$ cat config.mk
export PLATFORM = sky130hd
export DESIGN_NAME = soft_core_cpu_display_scan_flat
export DESIGN_NICKNAME = d
export VERILOG_FILES = /design/src/rtl/soft_core_cpu_display_scan_if.sv /design/src/rtl/soft_core_cpu_display_scan.sv /design/src/flat_wrapper.sv
export SDC_FILE = /design/constraint.sdc
export NUM_CORES = 1
export LEC_CHECK = 0
export ABC_AREA = 1
export CELL_PAD_IN_SITES_DETAIL_PLACEMENT = 1
export CELL_PAD_IN_SITES_GLOBAL_PLACEMENT = 1
export CORE_UTILIZATION = 34
export DETAILED_ROUTE_END_ITERATION = 8
export PLACE_DENSITY = 0.76
export SKIP_LAST_GASP = 1
export SYNTH_ARGS = -nofsm -noshare
export SYNTH_HDL_FRONTEND = slang
export SYNTH_SLANG_ARGS = --single-unit
$ cat constraint.sdc
create_clock -name CLK -period 1.9 [get_ports CLK]
set_clock_uncertainty 0.1 [all_clocks]
set_input_delay 0.38 -clock CLK [delete_from_list [all_inputs] [get_ports CLK]]
set_output_delay 0.38 -clock CLK [all_outputs]
set_load 0.02 [all_outputs]
$ cat src/rtl/soft_core_cpu_display_scan_if.sv
// soft_core_cpu_display_scan_if: display enable, capture bytes and 7-segment pins
interface soft_core_cpu_display_scan_if;
  logic       DISP_EN;
  logic [7:0] NUM_BUFF1;
  logic [7:0] NUM_BUFF0;
  logic [6:0] SEG;
  logic [3:0] DIG_SEL;
  logic       FRAME_TICK;
  modport master (output DISP_EN, NUM_BUFF1, NUM_BUFF0, input SEG, DIG_SEL, FRAME_TICK);
  modport slave (input DISP_EN, NUM_BUFF1, NUM_BUFF0, output SEG, DIG_SEL, FRAME_TICK);
endinterface

$ cat src/rtl/soft_core_cpu_display_scan.sv
// soft_core_cpu_display_scan: 4-digit blank/drive scanner with frame-coherent snapshot of both bytes.
// Define DISPLAY_LEADING_ZERO_BLANK_EN to blank zero upper nibbles on digits 3 and 1.
module soft_core_cpu_display_scan #(
  parameter int REFRESH_DIV  = 50000,
  parameter int BLANK_CYCLES = 8,
  parameter int DIV_WIDTH    = 16
) (
  input logic CLK,
  input logic CLR,
  soft_core_cpu_display_scan_if.slave bus
);
  typedef enum logic [1:0] {S_OFF, S_BLANK, S_DRIVE} state_t;
  localparam logic [DIV_WIDTH-1:0] BLANK_LAST = DIV_WIDTH'(BLANK_CYCLES - 1);
  localparam logic [DIV_WIDTH-1:0] DRIVE_LAST = DIV_WIDTH'(REFRESH_DIV - 1);
  state_t               state_q, state_d;
  logic [1:0]           idx_q, idx_d;
  logic [DIV_WIDTH-1:0] cnt_q, cnt_d;
  logic [15:0]          snap_q, snap_d;
  logic                 frame_tick_q, frame_tick_d;
  logic [3:0]           nibble;
  logic [6:0]           hex;
  logic                 lz_blank;
  always_comb begin
    state_d      = state_q;
    idx_d        = idx_q;
    cnt_d        = cnt_q + 1'b1;
    snap_d       = snap_q;
    frame_tick_d = 1'b0;
    if (!bus.DISP_EN) begin
      state_d = S_OFF;
      idx_d   = 2'd0;
      cnt_d   = '0;
    end else if (state_q == S_BLANK) begin
      if (cnt_q == BLANK_LAST) begin
        state_d = S_DRIVE;
        cnt_d   = '0;
      end
    end else if (state_q == S_DRIVE) begin
      if (cnt_q == DRIVE_LAST) begin
        state_d = S_BLANK;
        cnt_d   = '0;
        idx_d   = idx_q + 2'd1;
        // a completed frame re-latches both bytes together
        if (idx_q == 2'd3) begin
          snap_d       = {bus.NUM_BUFF1, bus.NUM_BUFF0};
          frame_tick_d = 1'b1;
        end
      end
    end else begin
      state_d      = S_BLANK;
      idx_d        = 2'd0;
      cnt_d        = '0;
      snap_d       = {bus.NUM_BUFF1, bus.NUM_BUFF0};
      frame_tick_d = 1'b1;
    end
  end
  always_ff @(posedge CLK) begin
    if (CLR) begin
      state_q      <= S_OFF;
      idx_q        <= 2'd0;
      cnt_q        <= '0;
      snap_q       <= 16'h0000;
      frame_tick_q <= 1'b0;
    end else begin
      state_q      <= state_d;
      idx_q        <= idx_d;
      cnt_q        <= cnt_d;
      snap_q       <= snap_d;
      frame_tick_q <= frame_tick_d;
    end
  end
  always_comb begin
    nibble = snap_q[{idx_q, 2'b00} +: 4];
    case (nibble)
      4'h0: hex = 7'h40;
      4'h1: hex = 7'h79;
      4'h2: hex = 7'h24;
      4'h3: hex = 7'h30;
      4'h4: hex = 7'h19;
      4'h5: hex = 7'h12;
      4'h6: hex = 7'h02;
      4'h7: hex = 7'h78;
      4'h8: hex = 7'h00;
      4'h9: hex = 7'h10;
      4'hA: hex = 7'h08;
      4'hB: hex = 7'h03;
      4'hC: hex = 7'h46;
      4'hD: hex = 7'h21;
      4'hE: hex = 7'h06;
      default: hex = 7'h0E;
    endcase
  end
`ifdef DISPLAY_LEADING_ZERO_BLANK_EN
  assign lz_blank = (idx_q == 2'd3 && snap_q[15:12] == 4'h0) || (idx_q == 2'd1 && snap_q[7:4] == 4'h0);
`else
  assign lz_blank = 1'b0;
`endif
  assign bus.SEG        = (state_q == S_DRIVE && !lz_blank) ? hex : 7'h7F;
  assign bus.DIG_SEL    = (state_q == S_DRIVE) ? ~(4'b0001 << idx_q) : 4'hF;
  assign bus.FRAME_TICK = frame_tick_q;
endmodule
$ cat src/flat_wrapper.sv
// flat-port wrapper written by rule: the top's interface ports become plain ports
module soft_core_cpu_display_scan_flat 
#(
  parameter int REFRESH_DIV  = 50000,
  parameter int BLANK_CYCLES = 8,
  parameter int DIV_WIDTH    = 16
)
  (CLK, CLR, bus_DISP_EN, bus_NUM_BUFF1, bus_NUM_BUFF0, bus_SEG, bus_DIG_SEL, bus_FRAME_TICK);
  soft_core_cpu_display_scan_if bus_i ();
  input logic CLK;
  input logic CLR;
  input wire logic [$bits(bus_i.DISP_EN)-1:0] bus_DISP_EN;
  input wire logic [$bits(bus_i.NUM_BUFF1)-1:0] bus_NUM_BUFF1;
  input wire logic [$bits(bus_i.NUM_BUFF0)-1:0] bus_NUM_BUFF0;
  output wire logic [$bits(bus_i.SEG)-1:0] bus_SEG;
  output wire logic [$bits(bus_i.DIG_SEL)-1:0] bus_DIG_SEL;
  output wire logic [$bits(bus_i.FRAME_TICK)-1:0] bus_FRAME_TICK;
  assign bus_i.DISP_EN = bus_DISP_EN;
  assign bus_i.NUM_BUFF1 = bus_NUM_BUFF1;
  assign bus_i.NUM_BUFF0 = bus_NUM_BUFF0;
  assign bus_SEG = bus_i.SEG;
  assign bus_DIG_SEL = bus_i.DIG_SEL;
  assign bus_FRAME_TICK = bus_i.FRAME_TICK;
  soft_core_cpu_display_scan #(.REFRESH_DIV(REFRESH_DIV), .BLANK_CYCLES(BLANK_CYCLES), .DIV_WIDTH(DIV_WIDTH)) u_core (.CLK(CLK), .CLR(CLR), .bus(bus_i));
endmodule
* Yosys cells after proc, flatten, opt, wreduce, memory -nomap -nowiden
Memories as Yosys holds them, arrays and structs flattened.
Index checks and enable logic that the tools add are counted.
** Cells by class
- Add/subtract/negate cells :: 2
- Equality and inequality tests :: 9
- Shift-type cells :: 2
- Muxes and demuxes :: 18
- Bitwise gates (word level) :: 3
- Reduce and logical (&&, ||, !) cells :: 5
** Operators with widths (number)
- $mux W16 :: 7
- $add A16 B1 Y16 const B :: 1
- $eq A16 B16 Y1 const B :: 1
- $eq A16 B3 Y1 const B :: 1
- $shiftx A16 B5 Y4 :: 1
- $mux W2 :: 6
- $mux W7 :: 1
- $eq A2 B2 Y1 const B :: 2
- $mux W4 :: 1
- $ne A2 B1 Y1 const B :: 2
- $not A4 Y4 :: 1
- $reduce_and A2 Y1 :: 2
- $reduce_and A4 Y1 :: 1
- $shl A1 B2 Y4 const A :: 1
- $mux W1 :: 3
- $ne A3 B1 Y1 const B :: 1
- $reduce_or A3 Y1 :: 1
- $add A2 B1 Y2 const B :: 1
- $eq A2 B1 Y1 const B :: 1
- $ne A2 B2 Y1 const B :: 1
- $not A1 Y1 :: 2
- $reduce_or A2 Y1 :: 1
** Storage, ports and cells
- Bits in registers :: 37
- Memory bits (read-only) :: 112
- Memories kept :: 1
** Memory list
- (name not given) :: depth 16, width 7, rd ports 1, clocked after Yosys merged registers in 0, wr ports 0, line soft_core_cpu_display_scan.sv:74 : case (nibble)

* Longest topological paths before layout
Gate-level depths: netlist (run 1).
- Depth after elaboration :: 4
- Depth in mapped cells :: 12

* Worst setup path after synthesis (run 1)
Ideal clock, no wire load.
- Kind :: reg-to-output
- Start :: register u_core.idx_q[1]
- End :: output bus_SEG[0]
- Arrival :: 1637 ps
- Slack :: -217 ps
- Stages on the path, launching flop included :: 11
- Path buffers :: 0
- Cell sequence :: dfxtp_1 inv_1 a21oi_1 o21ai_0 nand2_1 inv_1 ha_1 inv_1 nor2_1 a21oi_1 nand3_1
** Between the ends
- Cells in the longest elaborated chain, start to end :: 3
** RTL lines
- start: declaration :: line soft_core_cpu_display_scan.sv:16 : logic [1:0] idx_q, idx_d;
- start signal: assignment :: line soft_core_cpu_display_scan.sv:66 : idx_q <= idx_d;
- $shiftx A16 B5 Y4 :: line soft_core_cpu_display_scan.sv:73 : nibble = snap_q[{idx_q, 2'b00} +: 4];
- $mem_v2 Z16 W7
- $mux W7 :: line soft_core_cpu_display_scan.sv:98 : assign bus.SEG = (state_q == S_DRIVE && !lz_blank) ? hex : 7'h7F;
- end: declaration :: line flat_wrapper.sv:15 : output wire logic [$bits(bus_i.SEG)-1:0] bus_SEG;
No other way between the ends.

* Final worst setup path (run 1)
- Start :: register u_core.idx_q[0]
- End :: output bus_SEG[6]
The elaborated chain is that of the path after synthesis.

==> results of run 1 <==
-- final timing paths --
kind / from / to / slack, ns / cells past startpoint
worst max-delay path: u_core.idx_q[0] / bus_SEG[6] / -0.48 / 11
worst min-delay path: u_core.cnt_q[0] / u_core.cnt_q[0] / 0.36 / 1
worst max register to register: u_core.idx_q[0] / u_core.snap_q[2] / 0.05 / 9
worst min register to register: u_core.cnt_q[0] / u_core.cnt_q[0] / 0.36 / 1
-- power by group --
group          leakage (nW)  total, W  internal (W)  switching, W
clock network        0.0374  0.000570      0.000259      0.000311
registers             0.304  0.000821      0.000801     0.0000197
logic                  1.14  0.000330      0.000150      0.000180
-- layout make-up --
class | count | area [um2]
clock buffer | 6 | 72.6
clock inverter | 2 | 15.0
fill | 845 | 3200
inverter | 80 | 310
multi-input combinational | 237 | 1400
sequential | 37 | 748
tap | 77 | 96.3
timing repair buffer | 61 | 542
-- metrics by stage --
stage / hold slack (ns) / instance area, um2 / total power (W) / setup WS (ns) / std cells
final: 0.364 / 3180 / 0.00172 / -0.483 / 500
after global routing: 0.400 / 3180 / 0.00181 / -0.585 / 500
after CTS: 0.372 / 2880 / 0.00167 / -0.413 / 488
after detailed placement: 0.356 / 2790 / 0.00109 / -0.588 / 480
after global placement: 0.330 / 2790 / 0.00108 / -0.524 / 480
after floorplan: 0.318 / 2300 / 0.000989 / -0.00610 / 361
-- sequential cells by signal, indices dropped and copies added (netlist names) --
| register | count |
|---|---|
| u_core.bus.FRAME_TICK | 1 |
| u_core.cnt_q | 16 |
| u_core.idx_q | 2 |
| u_core.snap_q | 16 |
| u_core.state_q | 2 |
-- synth_stat cells --
cell                       number
sky130_fd_sc_hd__a21oi_1        6
sky130_fd_sc_hd__a31oi_1        1
sky130_fd_sc_hd__buf_1          1
sky130_fd_sc_hd__buf_2          4
sky130_fd_sc_hd__buf_6          2
sky130_fd_sc_hd__clkbuf_1       1
sky130_fd_sc_hd__clkinv_1       3
sky130_fd_sc_hd__dfxtp_1       37
sky130_fd_sc_hd__ha_1          11
sky130_fd_sc_hd__inv_1         74
sky130_fd_sc_hd__inv_2          3
sky130_fd_sc_hd__nand2_1       86
sky130_fd_sc_hd__nand2_2        4
sky130_fd_sc_hd__nand3_1       29
sky130_fd_sc_hd__nand3_2        1
sky130_fd_sc_hd__nand3_4        1
sky130_fd_sc_hd__nand4_1       16
sky130_fd_sc_hd__nor2_1        54
sky130_fd_sc_hd__nor3_1         4
sky130_fd_sc_hd__o211ai_1       1
sky130_fd_sc_hd__o21ai_0       11
sky130_fd_sc_hd__xnor2_1        2
sky130_fd_sc_hd__xor2_1         9
-- layer usage --
metal,up-vias,part of all wire (%),track usage [%]
li1,1215,-,-
met2,38,53,35.0
met1,1086,42,19.7
met5,-,0,0
met3,19,2.2,3.66
met4,0,3.1,8.17
-- cells by family (layout without fill, tap and decap cells) --
logic type                 after synthesis  after routing  share of synthesized area (%)
and+or+nand+nor                        195            196                           37.2
buffers and inverters                   88            149                           15.5
DFF                                     37             37                           32.7
AOI/OAI and AO/OA                       19             19                           4.36
adders and majority gates               11             11                           6.07
xor gates and xnor gates                11             11                           4.25
-- worst register-to-register path, delay by kind of cell (launching register included) --
kind	cells	cell delay, ns
buf+inv	4	0.57
flops	1	0.39
simple gates	3	0.31
fa+ha+maj	1	0.21
compound gates	1	0.21
-- repair_timing --
action	in CTS	in global routing
setup endpoints to repair	11	42
cloned	0	1
setup buffers	0	11
gates resized for setup	53	61
pin swaps	3	19
==> metrics.cfg, run 1 <==
[timing]
final_max_slew_viol_count = 0
worstMarginPinSlew_ns = 0.402
final_worst_path_cycle_share_pct = 125
unrepaired_setup_endpoints_after_global_routing = yes
setup-violations-final = 8
period_needed_ns = 2.38
slew_headroom_pct = 73.0
totalNegativeSetupSlack_ns = -2.99
timing.final.hold_violations = 0
fmaxAchievable_mhz = 420
setup_ws_ns = -0.483

[grt]
vias_in_the_first_global_route = 2364
gr-total-overflow = 0
grt_antenna_before_repair = 0
grt_max_degree = 19
grt.total_usage_pct = 18.5
first_pass_grt_wire_length_mm = 10.4

[setup_path]
worstSetupPathType = register to output port
crit_path_top_delay_cell = sky130_fd_sc_hd__dfxtp_4
crit_path_max_incr_delay_ns = 0.39
worst-endpoint-required_ns = 1.42
timing.critical_path.to_type = output port
type_of_element_launching_the_critical_path = register
cp.buffers_inverters = 3
crit_family = simple AND/OR/NAND/NOR gates
critical_path.cell_chain = buf_6, a21oi_2, nand2_1, nand2_4, inv_6, ha_4, nand2_4, o21ai_2, nand2_1, nand3_2, buf_6
crit_arrival_ns = 1.90
crit_path_max_fanout = 6

[detailed_routing]
drc = 0
detail_route.wl_per_cell_um = 14.0
dr.pass1.iters = 4
vias_per_cell = 4.72
drt_first_iter_violations = 93
routed-via-count = 2358
route.final.wire_length_mm = 7.02
ant_nets = 0

[layout]
most_frequent_cells_in_the_layout = 77 x sky130_fd_sc_hd__nand2_1, 68 x sky130_fd_sc_hd__inv_1, 53 x sky130_fd_sc_hd__nor2_1
utilization_pct = 49.8
count_of_inserted_antenna_diode_cells = 0
final_layout_size_suffix_gt1_share_pct = 23.9
nNetsFinal = 452
layout.cells.most_common = sky130_fd_sc_hd__nand2_1
layout-area-overhead-vs-synth_pct = 40.4

[clock_network]
cts-root-buf = sky130_fd_sc_hd__clkbuf_8
insertion_delay_ns = 0.30
holdBufCountCts = 0
clock-sinks = 37
cts_made_buffers = 5
htree_num_levels = 2
ctsLongestPathBuffers = 2
worst_setup_hold_path_clk_slew_ns = 0.08
cts_tree = built

[logic_synthesis]
yosys_warnings = 0
synth.cell_area_um2 = 2270
synth_seq_cells = 37
synthTopCellsByArea = sky130_fd_sc_hd__dfxtp_1 33%, sky130_fd_sc_hd__nand2_1 14%, sky130_fd_sc_hd__inv_1 12%
synth_largest_type_area_fraction_pct = 32.7
syn-num-nets = 391
synth_cell_type_count = 23
post-synth-top-area-cell = sky130_fd_sc_hd__dfxtp_1
syn_avg_cell_area_um2 = 6.28
yosysSeqAreaShare_pct = 32.7
syn_inst = 361

[placement]
port-buffer-count = 30
gpl.final_weighted_congestion = 0.865
post-dp-hpwl_mm = 4.66

[outcome]
violated_checks = negative setup slack
status = finished with violations

[power_and_ir_drop]
irDropWorstVdd_v = 0.000253
power.density_cell_area_nw_per_um2 = 541
leakage_power_figure_nw = 1.48

[job]
max_cap_violations = 0

[floorplanning]
floorplan.die.width_um = 83.7
dieArea_um2 = 7000
rows = 29
die_height_um = 83.7
top_level_ports = 31
floorplan.initialDensity_pct = 35.5
core_um2 = 6390

[min_path]
class_of_the_tightest_hold_or_removal_check = register to register

No activity file was read; power rests on OpenSTA's default activity.
==> inputs of run 2 (changes only) <==
- CORE_MARGIN: default -> 2
==> run 2 against run 1 <==
Net effect: the flow still finishes with violations (negative setup slack); worst setup slack better by 0.0038 ns; non-clock buffer count down 2; power up 0.68%; global-route usage up 1.2 points; core utilization up 0.37 points; via count up 0.38%; clock power up 2%; sequential share of layout area down 0.17 points; count of clock-buffer cells in the layout down 1; critical path type unchanged; critical endpoint is now bus_SEG[1]; largest cell class unchanged.
==> metrics.cfg, run 2 (same netlist as run 1, synthesis figures left out) <==
[outcome]
status = finished with violations
violated_checks = negative setup slack

[min_path]
class_of_the_tightest_hold_or_removal_check = register to register
hold_path.startpoint = u_core.cnt_q[0]
hold_path_end = u_core.cnt_q[0]
whs_path_depth = 1  ; unchanged

[power_and_ir_drop]
post-layout-total-power_w = 0.00173  ; +0.68%
power_switching_w = 0.000526  ; +3.0%
power.share.clock_pct = 33.5  ; +0.4 points
power_switching_share_pct = 30.4  ; +0.69 points
irDropWorstVdd_v = 0.000301  ; +19%
power.density_cell_area_nw_per_um2 = 540  ; about the same
seq_power_share_pct = 47.4  ; -0.3 points
leakage_power_figure_nw = 1.47  ; -0.37%
p_int_w = 0.00121  ; -0.31%
power_frac_comb_pct = 19.1  ; about the same

[setup_path]
crit_arrival_ns = 1.90  ; about the same
worstSetupPathType = register to output port
cells_on_worst_reg2reg_path = 8  ; -1
reg2reg_setup_slack_ns = 0.14  ; +0.09 ns
critical_path.reg2reg.startpoint = u_core.idx_q[0]
worst-endpoint-required_ns = 1.42  ; about the same
type_of_element_launching_the_critical_path = register
timing.critical_path.to_type = output port
crit_path_max_fanout = 6  ; unchanged
reg2reg_to = u_core.snap_q[11]

[detailed_routing]
detail_route.wl_per_cell_um = 14.1  ; +0.63%
route.final.wire_length_mm = 7.04  ; +0.23%
ant_nets = 0  ; unchanged
drt_first_iter_violations = 73  ; -22%
routed-via-count = 2367  ; +0.38%
route.layer.met1.wl_mm = 2.89  ; -1.8%
dr.pass1.iters = 4  ; unchanged
drc = 0  ; unchanged
met2WireLength_mm = 3.88  ; +4.7%
vias_per_cell = 4.75  ; +0.78%
top_layer_used = met4
dr_wl_met3_um = 163  ; +7.2%

[placement]
post-dp-hpwl_mm = 4.76  ; +2.1%
gpl.final_weighted_congestion = 0.894  ; +3.3%
place_inst = 480  ; unchanged
port-buffer-count = 30  ; unchanged

[floorplanning]
floorplan.initialDensity_pct = 35.5  ; unchanged
core_um2 = 6390  ; unchanged
top_level_ports = 31  ; unchanged
rows = 29  ; unchanged
die_height_um = 85.7  ; +2.4%
dieArea_um2 = 7340  ; +4.8%
floorplan.die.width_um = 85.7  ; +2.4%

[grt]
vias_in_the_first_global_route = 2533  ; +7.1%
grt.total_usage_pct = 19.7  ; +1.2 points
grt_antenna_before_repair = 0  ; unchanged
first_pass_grt_wire_length_mm = 11.6  ; +12%
grt_max_degree = 19  ; unchanged
gr-total-overflow = 0  ; unchanged

[job]
max_cap_violations = 0  ; unchanged

[clock_network]
cts_tree = built
cts_made_buffers = 5  ; unchanged
clock-sinks = 37  ; unchanged
cts-root-buf = sky130_fd_sc_hd__clkbuf_8
ctsLongestPathBuffers = 2  ; unchanged
htree_num_levels = 2  ; unchanged
insertion_delay_ns = 0.31  ; about the same
worst_setup_hold_path_clk_slew_ns = 0.09  ; about the same
holdBufCountCts = 0  ; unchanged

[layout]
final_layout_size_suffix_gt1_share_pct = 24.2  ; +0.35 points
final_cell_count_no_fill = 498  ; -0.40%
layout.cells.most_common = sky130_fd_sc_hd__nand2_1
most_frequent_cells_in_the_layout = 78 x sky130_fd_sc_hd__nand2_1, 68 x sky130_fd_sc_hd__inv_1, 53 x sky130_fd_sc_hd__nor2_1
utilization_pct = 50.2  ; +0.37 points
count_of_inserted_antenna_diode_cells = 0  ; unchanged
nNetsFinal = 450  ; -0.44%
top_regs = u_core.cnt_q (16), u_core.snap_q (16)
layout-area-overhead-vs-synth_pct = 41.4

[timing]
slew_headroom_pct = 71.9  ; -1.2 points
fmaxAchievable_mhz = 420  ; +0.16%
worstMarginPinSlew_ns = 0.419  ; +0.0174 ns
setup_ws_ns = -0.479  ; +0.00382 ns
setup-violations-final = 7  ; -1
unrepaired_setup_endpoints_after_global_routing = yes
timing.final.hold_violations = 0  ; unchanged
final_max_slew_viol_count = 0  ; unchanged
final_worst_path_cycle_share_pct = 125  ; -0.20 points
period_needed_ns = 2.38  ; -0.00382 ns

[run 2: worst max-delay path by stage]
stage | from | endpoint | cells after the start
6_report | u_core.idx_q[0] | bus_SEG[1] | 10
5_1_grt | u_core.idx_q[0] | bus_SEG[0] | 9
4_1_cts | u_core.idx_q[0] | bus_SEG[0] | 10
3_5_place_dp | u_core.idx_q[0] | bus_SEG[3] | 11
3_3_place_gp | u_core.idx_q[1] | bus_SEG[0] | 11
2_1_floorplan | u_core.idx_q[0] | bus_SEG[0] | 10
[run 2: routing by layer]
metal	track usage, %	up-vias
li1	-	1220
met1	21.7	1101
met2	37.6	35
met3	3.75	11
met4	6.49	0
met5	0	-
[run 2: stage by stage]
stage | area (um2) | hold slack, ns | setup TNS, ns | setup slack [ns]
floorplan | 2300 | 0.318 | -0.00610 | -0.00610
global placement | 2790 | 0.330 | -3.46 | -0.519
detailed placement | 2790 | 0.342 | -4.19 | -0.654
CTS | 3110 | 0.361 | -2.64 | -0.405
global route | 3210 | 0.382 | -3.59 | -0.551
finish | 3210 | 0.356 | -3.07 | -0.479
[run 2: cell type report]
cell class	count	area (um2)
Sequential cell	37	748
Multi-Input combinational cell	237	1440
Tap cell	77	96.3
Timing Repair Buffer	59	522
Clock inverter	3	21.3
Fill cell	840	3180
Inverter	80	315
Clock buffer	5	68.8
[run 2: critical path, stage by stage (launching register included)]
cell	delay, ns
sky130_fd_sc_hd__dfxtp_4	0.39
sky130_fd_sc_hd__inv_2	0.08
sky130_fd_sc_hd__buf_4	0.14
sky130_fd_sc_hd__nand2_1	0.07
sky130_fd_sc_hd__nand3_1	0.08
sky130_fd_sc_hd__nand2_2	0.08
sky130_fd_sc_hd__buf_4	0.14
sky130_fd_sc_hd__nand2_1	0.12
sky130_fd_sc_hd__o21ai_0	0.14
sky130_fd_sc_hd__o21ai_2	0.21
sky130_fd_sc_hd__buf_6	0.14
[run 2: timing repair]
| item | in CTS | in global routing |
|---|---|---|
| endpoints found under the hold margin | 0 | 0 |
| buffers inserted | 4 | 5 |
| pin swaps | 18 | 17 |
| resized for setup | 103 | 19 |
| endpoints found under the setup margin | 11 | 42 |
| cloned | 0 | 1 |
[run 2: power groups by stage]
| stage | Clock, W | Combinational [W] | Sequential [W] |
|---|---|---|---|
| global route | 0.000630 | 0.000366 | 0.000823 |
| detailed placement | 0 | 0.000256 | 0.000840 |
| floorplan | 0 | 0.000156 | 0.000833 |
| finish | 0.000581 | 0.000330 | 0.000821 |
| global placement | 0 | 0.000246 | 0.000839 |
| CTS | 0.000589 | 0.000301 | 0.000820 |
